===== src/rtl/credit_datapath.sv =====
// Coin-credit datapath: accumulates coins, compares against PRICE, vends, returns change.
// Optional automatic change after a vend: define CREDIT_DATAPATH_AUTO_CHANGE_EN.
module credit_datapath #(
  parameter int unsigned WIDTH      = 4,
  parameter int unsigned PRICE      = 3,
  parameter int unsigned MAX_CREDIT = 15,
  parameter int unsigned COIN0      = 1,
  parameter int unsigned COIN1      = 2,
  parameter int unsigned COIN2      = 5,
  parameter int unsigned COIN3      = 10
) (
  input  logic             credit_datapath_clock,
  input  logic             credit_datapath_rst,
  input  logic             coin_valid,
  input  logic [1:0]       coin_sel,
  input  logic             clear,
  input  logic             vend_req,
  input  logic             refund_req,
  output logic [WIDTH-1:0] credit,
  output logic             cmp_less,
  output logic             cmp_eql,
  output logic             cmp_grt,
  output logic             busy,
  output logic             vend_ok,
  output logic             coin_reject,
  output logic             change_pulse,
  output logic [6:0]       seg
);

  typedef enum logic [1:0] {
    IDLE   = 2'd0,
    VEND   = 2'd1,
    REFUND = 2'd2
  } state_t;

  localparam logic [WIDTH-1:0] PRICE_W   = WIDTH'(PRICE);
  localparam logic [WIDTH:0]   MAX_W     = (WIDTH + 1)'(MAX_CREDIT);
  localparam logic [WIDTH-1:0] ONE_W     = WIDTH'(1);

  state_t           state;
  logic [WIDTH:0]   coin_value;
  logic [WIDTH:0]   coin_sum;
  logic [3:0]       digit;

  always_comb begin
    case (coin_sel)
      2'd0:    coin_value = (WIDTH + 1)'(COIN0);
      2'd1:    coin_value = (WIDTH + 1)'(COIN1);
      2'd2:    coin_value = (WIDTH + 1)'(COIN2);
      default: coin_value = (WIDTH + 1)'(COIN3);
    endcase
  end

  // One extra bit of headroom so an overshooting coin is seen, not wrapped.
  assign coin_sum = {1'b0, credit} + coin_value;

  always_ff @(posedge credit_datapath_clock) begin
    // NOTE: state and outputs use non-blocking assignments so every branch below
    // sees the pre-edge values of credit and state.
    if (credit_datapath_rst) begin
      state        <= IDLE;
      credit       <= '0;
      vend_ok      <= 1'b0;
      coin_reject  <= 1'b0;
      change_pulse <= 1'b0;
      busy         <= 1'b0;
    end else begin
      vend_ok      <= 1'b0;
      coin_reject  <= 1'b0;
      change_pulse <= 1'b0;
      busy         <= 1'b0;
      if (clear) begin
        state  <= IDLE;
        credit <= '0;
      end else begin
        case (state)
          IDLE: begin
            if (refund_req && credit != '0) begin
              state        <= REFUND;
              busy         <= 1'b1;
              change_pulse <= 1'b1;
              coin_reject  <= coin_valid;
            end else if (vend_req && credit >= PRICE_W) begin
              state       <= VEND;
              credit      <= credit - PRICE_W;
              vend_ok     <= 1'b1;
              busy        <= 1'b1;
              coin_reject <= coin_valid;
            end else if (coin_valid) begin
              if (coin_sum <= MAX_W) credit <= coin_sum[WIDTH-1:0];
              else                   coin_reject <= 1'b1;
            end
          end

          VEND: begin
            coin_reject <= coin_valid;
`ifdef CREDIT_DATAPATH_AUTO_CHANGE_EN
            if (credit != '0) begin
              state        <= REFUND;
              busy         <= 1'b1;
              change_pulse <= 1'b1;
            end else begin
              state <= IDLE;
            end
`else
            state <= IDLE;
`endif
          end

          REFUND: begin
            coin_reject <= coin_valid;
            credit      <= credit - ONE_W;
            if (credit == ONE_W) begin
              state <= IDLE;
            end else begin
              busy         <= 1'b1;
              change_pulse <= 1'b1;
            end
          end

          default: state <= IDLE;
        endcase
      end
    end
  end

  assign cmp_less = (credit <  PRICE_W);
  assign cmp_eql  = (credit == PRICE_W);
  assign cmp_grt  = (credit >  PRICE_W);

  assign digit = 4'(credit);

  always_comb begin
    // NOTE: full case with a default keeps this decoder purely combinational.
    case (digit)
      4'h0:    seg = 7'h3F;
      4'h1:    seg = 7'h06;
      4'h2:    seg = 7'h5B;
      4'h3:    seg = 7'h4F;
      4'h4:    seg = 7'h66;
      4'h5:    seg = 7'h6D;
      4'h6:    seg = 7'h7D;
      4'h7:    seg = 7'h07;
      4'h8:    seg = 7'h7F;
      4'h9:    seg = 7'h6F;
      4'hA:    seg = 7'h77;
      4'hB:    seg = 7'h7C;
      4'hC:    seg = 7'h39;
      4'hD:    seg = 7'h5E;
      4'hE:    seg = 7'h79;
      default: seg = 7'h71;
    endcase
  end

endmodule


===== config.mk =====
export PLATFORM = sky130hd
export DESIGN_NAME = credit_datapath
export DESIGN_NICKNAME = d
export VERILOG_FILES = /design/src/rtl/credit_datapath.sv
export SDC_FILE = /design/constraint.sdc
export NUM_CORES = 1
export LEC_CHECK = 0
export CAP_MARGIN = 25
export CORE_UTILIZATION = 30
export CTS_CLUSTER_DIAMETER = 40
export DETAILED_ROUTE_END_ITERATION = 8
export GPL_TIMING_DRIVEN = 0
export PLACE_DENSITY = 0.56
export RECOVER_POWER = 100
export SYNTH_ARGS = -nofsm -noshare
export SYNTH_HDL_FRONTEND = slang
export SYNTH_SLANG_ARGS = --single-unit

===== constraint.sdc =====
create_clock -name credit_datapath_clock -period 4 [get_ports credit_datapath_clock]
set_input_delay 1 -clock credit_datapath_clock [delete_from_list [all_inputs] [get_ports credit_datapath_clock]]
set_output_delay 1 -clock credit_datapath_clock [all_outputs]
set_load 0.005 [all_outputs]

==> impl_metrics.env <==
export IMPL_p_leak_nw=0.755
export IMPL_first_iter_violations=81
export IMPL_avgRoutedWirePerCell_um=12.9
export IMPL_maxCapViolCount=0
export IMPL_instances_no_fill=226
export IMPL_globalRouteTotalUtil=0.138
export IMPL_antenna_found_initial=0
export IMPL_final_nets=204
export IMPL_avgSynthCellArea_um2=8.89
export IMPL_hold_buffers=0
export IMPL_cts_resized=1
export IMPL_first_global_vias=1097
export IMPL_rsz0062_at_grt="false"
export IMPL_outcome="finished, final reports clean"
export IMPL_die_area_mm2=0.00463
export IMPL_synth_common_cells="18 x ha_1, 17 x dfxtp_1, 14 x inv_1"
export IMPL_worstMarginPinSlew_ns=0.511
export IMPL_antenna_cells=0
export IMPL_finalSetupViolCount=0
export IMPL_synth_edf_count=0
export IMPL_crit_required_ns=4.16
export IMPL_multi_input_area_um2=861
export IMPL_power_density_mw_per_mm2=333
export IMPL_drt_vias_per_instance=5.02
export IMPL_crit_arrival_ns=3.78
export IMPL_area_delta_synth_final_pct=27.9
export IMPL_hold_viol=0
export IMPL_core_mm2=0.00409
export IMPL_grt_remaining_overflow=0
export IMPL_clk_path_buf_depth=2
export IMPL_fin_setup_tns_ns=0
export IMPL_routed_wirelength_mm=2.91
export IMPL_grt_max_degree=11
export IMPL_yosys_cell_types_count=47
export IMPL_post_cts_buffers=0
export IMPL_rows=23
export IMPL_yosys_warnings=0
export IMPL_wl_met3_um=99
export IMPL_crit_type="in -> reg"
export IMPL_grt_pass1_wl_mm=4.88
export IMPL_route_detailed_drc=0
export IMPL_worst_hold_path_type="reg -> reg"
export IMPL_clockRootBuffer="clkbuf_8"
export IMPL_nFillCells=416
export IMPL_seq_area_frac_synth=0.260
export IMPL_htree_levels=1
export IMPL_min_period_over_period=0.906
export IMPL_numCtsBuffers=3
export IMPL_synth_ff_type="dfxtp_1"
export IMPL_dr_max_layer_used="met4"
export IMPL_max_freq_ghz=0.276
export IMPL_irDropWorstVdd_mv=0.225
export IMPL_die_y_um=68.0
export IMPL_end_kind="flip-flop"
export IMPL_synthCells=147
export IMPL_drt_met1_wl_mm=1.38
export IMPL_vias=1135
export IMPL_ios=26
export IMPL_path_max_fanout=6
export IMPL_mappedNetlistArea_mm2=0.00131
export IMPL_async_reset_ff_frac=0
export IMPL_cts_sinks=17
export IMPL_clock_latency_ns=0.25
export IMPL_cts_clk_slew_worst_paths_ns=0.07
export IMPL_ys_top_cells_by_area="dfxtp_1 26%, ha_1 17%, a21oi_1 4.2%"
export IMPL_slew_viol_final=0
export IMPL_r2r_setup_slack_ns=0.95
export IMPL_postRouteAntennaNets=0
export IMPL_seq_area_um2=340
export IMPL_io_buffer_count=25
export IMPL_dp_cells=222
export IMPL_start_util=0.320
export IMPL_syn_num_nets=174
export IMPL_period_minus_slack_ns=3.63
export IMPL_die_w_um=68.0
export IMPL_drive_gt1_frac=0.108
export IMPL_yosys_area_top_type_share=0.260
export IMPL_finClkSkew_ns=0.00531
export IMPL_relSlewSlack=0.659
export IMPL_synth_most_common_cell="ha_1"
export IMPL_critPathLaunchType="input port"
export IMPL_routabilityCongestion=0.827
export IMPL_place_hpwl_mm=2.24
export IMPL_synth_largest_area_cell="dfxtp_1"
export IMPL_drtPass1Iterations=4
export IMPL_dr_wl_met2_mm=1.37
export IMPL_cts_tree="done"
export IMPL_ys_seq_elements=17
export IMPL_holdWs_ns=0.563
cells by family after synthesis:
kind of cell,synth area share
AO/OA/AOI/OAI,0.250
XOR/XNOR,0.0268
adder cells (fa/ha/maj),0.188
buffers and inverters,0.0852
flip-flops,0.260
multiplexers,0.0411
AND/OR/NAND/NOR,0.149
where the power goes:
group / switching (W) / total, W / internal, W
sequential: 0.0000121 / 0.000202 / 0.000190
combinational: 0.000116 / 0.000224 / 0.000109
clock: 0.0000612 / 0.000130 / 0.0000691
total: 0.000189 / 0.000557 / 0.000368
sequential cells by signal, summed over array words and instances (netlist names):
name and count:
change_pulse 1, seg 7, busy 1, credit 4, vend_ok 1, state 2, coin_reject 1
worst paths after layout:
| path | start | end | cells after the start |
|---|---|---|---|
| setup / recovery | coin_sel[1] | seg[3] | 12 |
| hold / removal | state[1] | state[1] | 2 |
| setup reg to reg | credit[0] | seg[3] | 11 |
| hold reg to reg | state[1] | state[1] | 2 |
routing by layer:
metal	up-vias	GRT usage
li1	581	-
met1	530	0.177
met2	20	0.232
met3	4	0.0300
met4	0	0.0339
met5	-	0
layout make-up:
class | count | share of cell area
Clock buffer | 3 | 0.0247
Clock inverter | 1 | 0.00299
Multi-Input combinational cell | 108 | 0.515
Sequential cell | 17 | 0.203
Timing Repair Buffer | 25 | 0.151
Buffer | 6 | 0.0292
Tap cell | 50 | 0.0374
Inverter | 16 | 0.0366
critical path, stage by stage:
cell,delay [ns]
clkdlybuf4s50_1,0.40
and2_0,0.16
ha_1,0.33
a21oi_1,0.13
a311o_1,0.41
o211ai_2,0.17
nor4_4,0.09
a31oi_2,0.35
inv_1,0.08
ha_1,0.24
and2_0,0.17
o32ai_1,0.26
per-stage QoR:
| step | setup slack, ns | utilization | total power, W | cell area [um^2] |
|---|---|---|---|---|
| after floorplan | 0.695 | - | 0.000354 | 1310 |
| after global placement | -0.306 | 0.397 | 0.000438 | 1620 |
| after detailed placement | -0.345 | 0.397 | 0.000440 | 1620 |
| after CTS | 0.100 | 0.408 | 0.000576 | 1670 |
| after global routing | 0.175 | 0.409 | 0.000599 | 1670 |
| final | 0.375 | 0.409 | 0.000557 | 1670 |
layout by cell type, fill, tap and decap left out, drive strengths merged, types with 2 or more instances in the layout:
master | synthesis | final
clkdlybuf4s50 | 0 | 5
nand2 | 11 | 11
a21o | 2 | 2
dlygate4sd3 | 0 | 19
a22oi | 2 | 2
clkinv | 1 | 2
a31oi | 3 | 3
xnor2 | 2 | 2
and2 | 5 | 5
a21oi | 11 | 11
nor2 | 7 | 7
mux2i | 5 | 5
inv | 15 | 14
a211oi | 2 | 2
buf | 4 | 4
nor3 | 4 | 4
ha | 18 | 18
nand3 | 4 | 4
o21ai | 8 | 8
nor2b | 2 | 2
dfxtp | 17 | 17
clkbuf | 2 | 5
a311o | 3 | 3
xor2 | 2 | 2
o211ai | 2 | 2
(Power assumes the default switching activity.)
